<file path="src/rtl/demux_stream_pkg.sv">
// -----------------------------------------------------------------------------
// demux_pkg
// Shared constants for the demux_stream slice.
//   N_CH_DEF / DATA_W_DEF : default channel count and payload width.
//   ST_EMPTY / ST_FULL    : encoding of the one-deep output register state.
// -----------------------------------------------------------------------------
package demux_pkg;

    localparam int   N_CH_DEF   = 16;
    localparam int   DATA_W_DEF = 8;

    localparam logic ST_EMPTY   = 1'b0;
    localparam logic ST_FULL    = 1'b1;

endpackage

</file>
<file path="src/rtl/demux_stream_onehot_dec.sv">
// -----------------------------------------------------------------------------
// onehot_dec
// Combinational binary-to-one-hot decoder used to form the per-channel valid
// vector from the held destination index and the "register full" flag.
// Ports:
//   idx    in  W  binary channel index
//   en     in  1  decoder enable (all outputs low when 0)
//   onehot out N  one-hot decode of idx, gated by en
// -----------------------------------------------------------------------------
module onehot_dec #(
    parameter  int N = 16,
    localparam int W = $clog2(N)
) (
    input  logic [W-1:0] idx,
    input  logic         en,
    output logic [N-1:0] onehot
);

    // Decode idx into a single asserted bit when enabled.
    always_comb begin
        onehot = '0;
        for (int i = 0; i < N; i++) begin
            if (en && (idx == W'(i))) begin
                onehot[i] = 1'b1;
            end else begin
                onehot[i] = 1'b0;
            end
        end
    end

endmodule

</file>
<file path="src/rtl/demux_stream.sv">
// -----------------------------------------------------------------------------
// demux_stream
// 1-to-N_CH stream demultiplexer with a registered one-deep output stage,
// valid/ready on the input and on every output lane, explicit-select or
// round-robin distribution and sticky out-of-range select detection.
//
// Optional feature: define DEMUX_STREAM_BCAST_EN to add the 'bcast' input.
// A beat accepted with bcast=1 is offered to every lane at once; each lane's
// valid bit retires independently when that lane is ready.
//
// Ports:
//   clk        in   1       rising-edge clock
//   rst        in   1       asynchronous, active-high reset
//   mode       in   1       0 = explicit select, 1 = round-robin
//   in_sel     in   SEL_W   destination lane when mode=0
//   in_valid   in   1       producer beat valid
//   in_data    in   DATA_W  producer payload
//   in_ready   out  1       beat accepted this cycle when in_valid is high
//   out_valid  out  N_CH    per-lane valid (one-hot, or all-ones on broadcast)
//   out_data   out  DATA_W  shared payload bus
//   out_ready  in   N_CH    per-lane consumer ready
//   cur_dest   out  SEL_W   destination of the held beat
//   rr_ptr     out  SEL_W   next round-robin destination
//   sel_err    out  1       sticky out-of-range select flag
//   bcast      in   1       (DEMUX_STREAM_BCAST_EN only) broadcast this beat
// -----------------------------------------------------------------------------
module demux_stream
    import demux_pkg::*;
#(
    parameter  int N_CH   = N_CH_DEF,
    parameter  int DATA_W = DATA_W_DEF,
    localparam int SEL_W  = $clog2(N_CH)
) (
    input  logic              clk,
    input  logic              rst,
    input  logic              mode,
    input  logic [SEL_W-1:0]  in_sel,
    input  logic              in_valid,
    input  logic [DATA_W-1:0] in_data,
    output logic              in_ready,
    output logic [N_CH-1:0]   out_valid,
    output logic [DATA_W-1:0] out_data,
    input  logic [N_CH-1:0]   out_ready,
    output logic [SEL_W-1:0]  cur_dest,
    output logic [SEL_W-1:0]  rr_ptr,
    output logic              sel_err
`ifdef DEMUX_STREAM_BCAST_EN
    ,
    input  logic              bcast
`endif
);

    // N_CH widened by one bit so an in_sel compare never truncates it.
    localparam logic [SEL_W:0]   N_CH_L  = (SEL_W+1)'(N_CH);
    localparam logic [SEL_W-1:0] RR_LAST = SEL_W'(N_CH - 1);

    logic              state_r,   state_nx_s;
    logic [DATA_W-1:0] data_r,    data_nx_s;
    logic [SEL_W-1:0]  dest_r,    dest_nx_s;
    logic [SEL_W-1:0]  rr_r,      rr_nx_s;
    logic              err_r,     err_nx_s;
    logic [N_CH-1:0]   bmask_r,   bmask_nx_s;
    logic              bactive_r, bactive_nx_s;

    logic              bc_s;
    logic              ready_s;
    logic              accept_s;
    logic              hs_s;
    logic              oor_s;
    logic [SEL_W-1:0]  tgt_s;
    logic [N_CH-1:0]   dec_valid_s;

`ifdef DEMUX_STREAM_BCAST_EN
    assign bc_s = bcast;
`else
    assign bc_s = 1'b0;
`endif

    // Input acceptance: free when empty, otherwise only when the held beat's
    // own lane takes it this cycle; never during a broadcast.
    always_comb begin
        ready_s = 1'b0;
        case (state_r)
            ST_EMPTY: ready_s = 1'b1;
            ST_FULL: begin
                if (bactive_r) begin
                    ready_s = 1'b0;
                end else begin
                    ready_s = out_ready[dest_r];
                end
            end
            default: ready_s = 1'b0;
        endcase
    end

    assign accept_s = in_valid && ready_s;
    assign hs_s     = (state_r == ST_FULL) && !bactive_r && out_ready[dest_r];
    assign tgt_s    = mode ? rr_r : in_sel;
    // Only reachable when N_CH is not a power of two.
    assign oor_s    = !mode && !bc_s && ({1'b0, in_sel} >= N_CH_L);

    // Next-state: retire the held beat (or broadcast bits), then load any
    // newly accepted beat on top so back-to-back transfers keep full rate.
    always_comb begin
        state_nx_s   = state_r;
        data_nx_s    = data_r;
        dest_nx_s    = dest_r;
        rr_nx_s      = rr_r;
        err_nx_s     = err_r;
        bmask_nx_s   = bmask_r;
        bactive_nx_s = bactive_r;

        if (bactive_r) begin
            bmask_nx_s = bmask_r & ~out_ready;
            if (bmask_nx_s == '0) begin
                bactive_nx_s = 1'b0;
                state_nx_s   = ST_EMPTY;
            end else begin
                state_nx_s   = ST_FULL;
            end
        end else if (hs_s) begin
            state_nx_s = ST_EMPTY;
        end else begin
            state_nx_s = state_r;
        end

        if (accept_s) begin
            if (bc_s) begin
                state_nx_s   = ST_FULL;
                data_nx_s    = in_data;
                dest_nx_s    = '0;
                bmask_nx_s   = '1;
                bactive_nx_s = 1'b1;
            end else if (oor_s) begin
                // Dropped beat: nothing is loaded, only the sticky flag moves.
                err_nx_s = 1'b1;
            end else begin
                state_nx_s = ST_FULL;
                data_nx_s  = in_data;
                dest_nx_s  = tgt_s;
                if (mode) begin
                    if (rr_r == RR_LAST) begin
                        rr_nx_s = '0;
                    end else begin
                        rr_nx_s = rr_r + SEL_W'(1);
                    end
                end else begin
                    rr_nx_s = rr_r;
                end
            end
        end else begin
            err_nx_s = err_r;
        end
    end

    // State and datapath registers.
    always_ff @(posedge clk or posedge rst) begin
        if (rst) begin
            state_r   <= ST_EMPTY;
            data_r    <= '0;
            dest_r    <= '0;
            rr_r      <= '0;
            err_r     <= 1'b0;
            bmask_r   <= '0;
            bactive_r <= 1'b0;
        end else begin
            state_r   <= state_nx_s;
            data_r    <= data_nx_s;
            dest_r    <= dest_nx_s;
            rr_r      <= rr_nx_s;
            err_r     <= err_nx_s;
            bmask_r   <= bmask_nx_s;
            bactive_r <= bactive_nx_s;
        end
    end

    onehot_dec #(
        .N      (N_CH)
    ) u_dec (
        .idx    (dest_r),
        .en     ((state_r == ST_FULL) && !bactive_r),
        .onehot (dec_valid_s)
    );

    assign in_ready  = ready_s;
    assign out_valid = bactive_r ? bmask_r : dec_valid_s;
    assign out_data  = data_r;
    assign cur_dest  = dest_r;
    assign rr_ptr    = rr_r;
    assign sel_err   = err_r;

endmodule

</file>
<file path="config.mk">
export PLATFORM = sky130hd
export DESIGN_NAME = demux_stream
export DESIGN_NICKNAME = d
export VERILOG_FILES = /design/src/rtl/demux_stream_pkg.sv /design/src/rtl/demux_stream_onehot_dec.sv /design/src/rtl/demux_stream.sv
export SDC_FILE = /design/constraint.sdc
export NUM_CORES = 1
export LEC_CHECK = 0
export CAP_MARGIN = 5
export CORE_MARGIN = 10
export CORE_UTILIZATION = 45
export DETAILED_ROUTE_END_ITERATION = 7
export PLACE_DENSITY = 0.83
export SLEW_MARGIN = 10
export SYNTH_ARGS = -nofsm -noshare
export SYNTH_HDL_FRONTEND = slang
export SYNTH_SLANG_ARGS = --single-unit
</file>
<file path="constraint.sdc">
create_clock -name clk -period 2.3 [get_ports clk]
set_input_delay 0.575 -clock clk [delete_from_list [all_inputs] [get_ports clk]]
set_output_delay 0.575 -clock clk [all_outputs]
set_load 0.1 [all_outputs]
</file>
==> results.toml <==
[outcome]
status = "finished, violations left"
failed_checks = "negative setup slack"

[place]
port_buffers = 64
pre_cts_ws_ns = -0.517
place_congestion = 0.838
place_hpwl_um = 4780
placed_area_um2 = 3010

[cells_and_area]
seqCellArea_um2 = 867
drive_above_1_share_pct = 46.3
final_common_cell = "buf_4"
multi_input_area_um2 = 1080
final_util_pct = 80.9
layout_common_cells = "buf_4, dfrtp_1, buf_12"
syn2layout_area_growth_pct = 74.4
diodes = 0
fin_nets = 302
stdcell_area_um2 = 3240
nFillCells = 225

[routing]
dr_wl_met3_um = 494
drc = 0
drtPass1Iterations = 4
drt_iter0_drc = 134
topRoutingLayerUsed = "met4"
dr_wl_met2_um = 3630
drtAntennaViolNets = 0
wl_um = 6830
met1_length_um = 2530
routed_via_density = 5.64
routedWlPerCell_um = 21.3
vias = 1806

[synthesis]
yosysTopAreaCellShare_pct = 45.9
yosysWarnings = 0
synth_edf_count = 0
syn_nets = 209
syn_area_per_cell_um2 = 10.5
synth_cells = 176
synth_top_cell_by_area = "dfrtp_1"
yosys_most_used_dff = "dfrtp_1"
synth_seq_cells = 34
netlist_top_cells_area = "dfrtp_1, mux2_2, mux4_1"
syn_area_um2 = 1860
yosysSeqAreaShare_pct = 45.9
synth_cell_types = 39
async_flop_share_pct = 100

[global_routing]
grtUsageTotal_pct = 17.6
antenna_found_initial = 0
grt_overflow = 0
grt_pass1_vias = 1868
grt_max_degree = 27
grt_pass1_wl_um = 10100

[critical_path]
r2r-start = "cur_dest[2]$_DFFE_PP0P_"
cp.arrival_ns = 2.03
crit_path_end = "in_ready"
endpoint_kind = "output port"
rr_worst_depth = 8
r2r-end = "out_data[3]$_DFFE_PP0P_"
worstSetupPathType = "reg -> out"
start_kind = "register"
cpPeakStageDelay_ns = 0.57
crit_slowest_cell = "mux4_2"
crit_start = "cur_dest[2]$_DFFE_PP0P_"
path_cells = "mux4_2 -> mux2i_4 -> o221a_4 -> clkinvlp_4 -> buf_12"
worstPathMaxFanout = 6
rrSetupSlack_ns = -0.10
worstPathRequired_ns = 1.73

[pwr]
p_leak_nw = 1.43
ir_drop_mv = 1.42
sw_frac_of_total_pct = 55.1
power.density_nw_per_um2 = 1630
seqPwrFrac_pct = 20.4
internal-power_w = 0.00237
power.share.combinational_pct = 70.5
p_clk_share_pct = 9.1
p_sw_w = 0.00292

[sta]
finalCritPeriodShare_pct = 113
hold_violations = 0
slew_viol_final = 0
finalSetupViolations = 16
max_freq_mhz = 383
finalClockSkew_ns = 0.0132
min_period_ns = 2.61
fin_ws_ns = -0.309
rsz0062_at_grt = "true"
setup-tns-final_ns = -1.29

[die]
start_util_pct = 46.4
io_pins = 66
dieHeight_um = 84.2
num_rows = 23
die-area_um2 = 7090
dieWidth_um = 84.2
core-area_um2 = 4000

[clock_network]
ctsHoldBuffers = 0
clock_sinks = 34
clk_pin_slew_ns = 0.07
clock_latency_ns = 0.30
htree_levels = 2
cts-buffers-inserted = 5
root_buffer = "clkbuf_8"
clockBufferDepth = 2
cts_tree = "built"

[worst_hold_path]
hold_path.class = "reg -> reg"

[run]
maxCapViolations = 0
==> through the flow <==
stage | std cells | power (W) | hold slack, ns
after global placement | 307 | 0.00441 | 0.491
after global routing | 320 | 0.00547 | 0.538
after detailed placement | 307 | 0.00448 | 0.496
final | 320 | 0.00529 | 0.521
after CTS | 318 | 0.00503 | 0.513
after floorplan | 176 | 0.00346 | 0.509
==> synthesized netlist by cell type, types with 2 or more instances <==
master	number
dfrtp_1	34
inv_1	19
a21oi_1	12
nand2_1	11
mux2_2	10
a21boi_0	8
nor2_1	8
o21ai_0	8
nand3_1	7
a22o_1	6
clkbuf_1	6
o22ai_1	6
mux2i_1	4
mux4_1	4
nand2b_1	4
nor2b_1	3
a221oi_1	2
buf_4	2
buf_6	2
==> per-layer routing <==
| layer | vias up | track usage, % |
|---|---|---|
| li1 | 809 | - |
| met5 | - | 0 |
| met3 | 15 | 4.73 |
| met4 | 0 | 6.54 |
| met2 | 81 | 31.0 |
| met1 | 901 | 19.6 |
==> critical path: cells and delay by family (launching register included) <==
| kind | cells | cell delay, ns |
|---|---|---|
| mux | 2 | 0.75 |
| buf+inv | 2 | 0.26 |
| flops | 1 | 0.50 |
| compound gates | 1 | 0.22 |
==> registers in the layout, summed over array words and instances (netlist names) <==
register and count:
bactive_r 1, cur_dest 4, out_data 8, bmask_r 16, rr_ptr 4, state_r 1
==> what timing repair did <==
action	CTS	global route
setup buffers	3	1
pin swaps	1	3
cloned	0	1
endpoints found under the setup margin	20	17
resized for setup	21	18
==> cell families (layout without fill, tap and decap cells) <==
kind of cell / count (synthesis) / in the layout / synth area share, %
XOR/XNOR: 1 / 1 / 0.472
buffers and inverters: 30 / 124 / 7.35
adder cells (fa/ha/maj): 1 / 1 / 0.674
other: 1 / 1 / 0.202
AO/OA/AOI/OAI: 51 / 51 / 19.6
flip-flops: 34 / 34 / 45.9
AND/OR/NAND/NOR: 38 / 38 / 9.98
multiplexers: 20 / 20 / 15.8
==> worst min-delay path by stage <==
stage / start / endpoint / slack [ns] / cells past startpoint
finish: out_data[4]$_DFFE_PP0P_ / out_data[4]$_DFFE_PP0P_ / 0.52 / 1
global route: out_data[4]$_DFFE_PP0P_ / out_data[4]$_DFFE_PP0P_ / 0.54 / 1
CTS: out_data[3]$_DFFE_PP0P_ / out_data[3]$_DFFE_PP0P_ / 0.51 / 1
detailed placement: out_data[3]$_DFFE_PP0P_ / out_data[3]$_DFFE_PP0P_ / 0.50 / 1
global placement: out_data[1]$_DFFE_PP0P_ / out_data[1]$_DFFE_PP0P_ / 0.49 / 1
floorplan: bmask_r[3]$_DFFE_PP0P_ / bmask_r[3]$_DFFE_PP0P_ / 0.51 / 1
==> power by group through the flow <==
stage          logic, W  registers, W  clock network (W)
6_report        0.00373       0.00108           0.000481
3_5_place_dp    0.00342       0.00106                  0
5_1_grt         0.00385       0.00111           0.000511
4_1_cts         0.00350       0.00105           0.000477
2_1_floorplan   0.00150       0.00197                  0
3_3_place_gp    0.00336       0.00105                  0
==> final cells by class <==
cell class                      instances  area share, %
Multi-Input combinational cell        112           33.4
Timing Repair Buffer                   97           32.7
Sequential cell                        34           26.8
Clock buffer                            6           2.55
Inverter                               19           2.32
Tap cell                               50           1.93
Clock inverter                          2          0.387
Note: power is estimated with default switching activity, not from simulation.
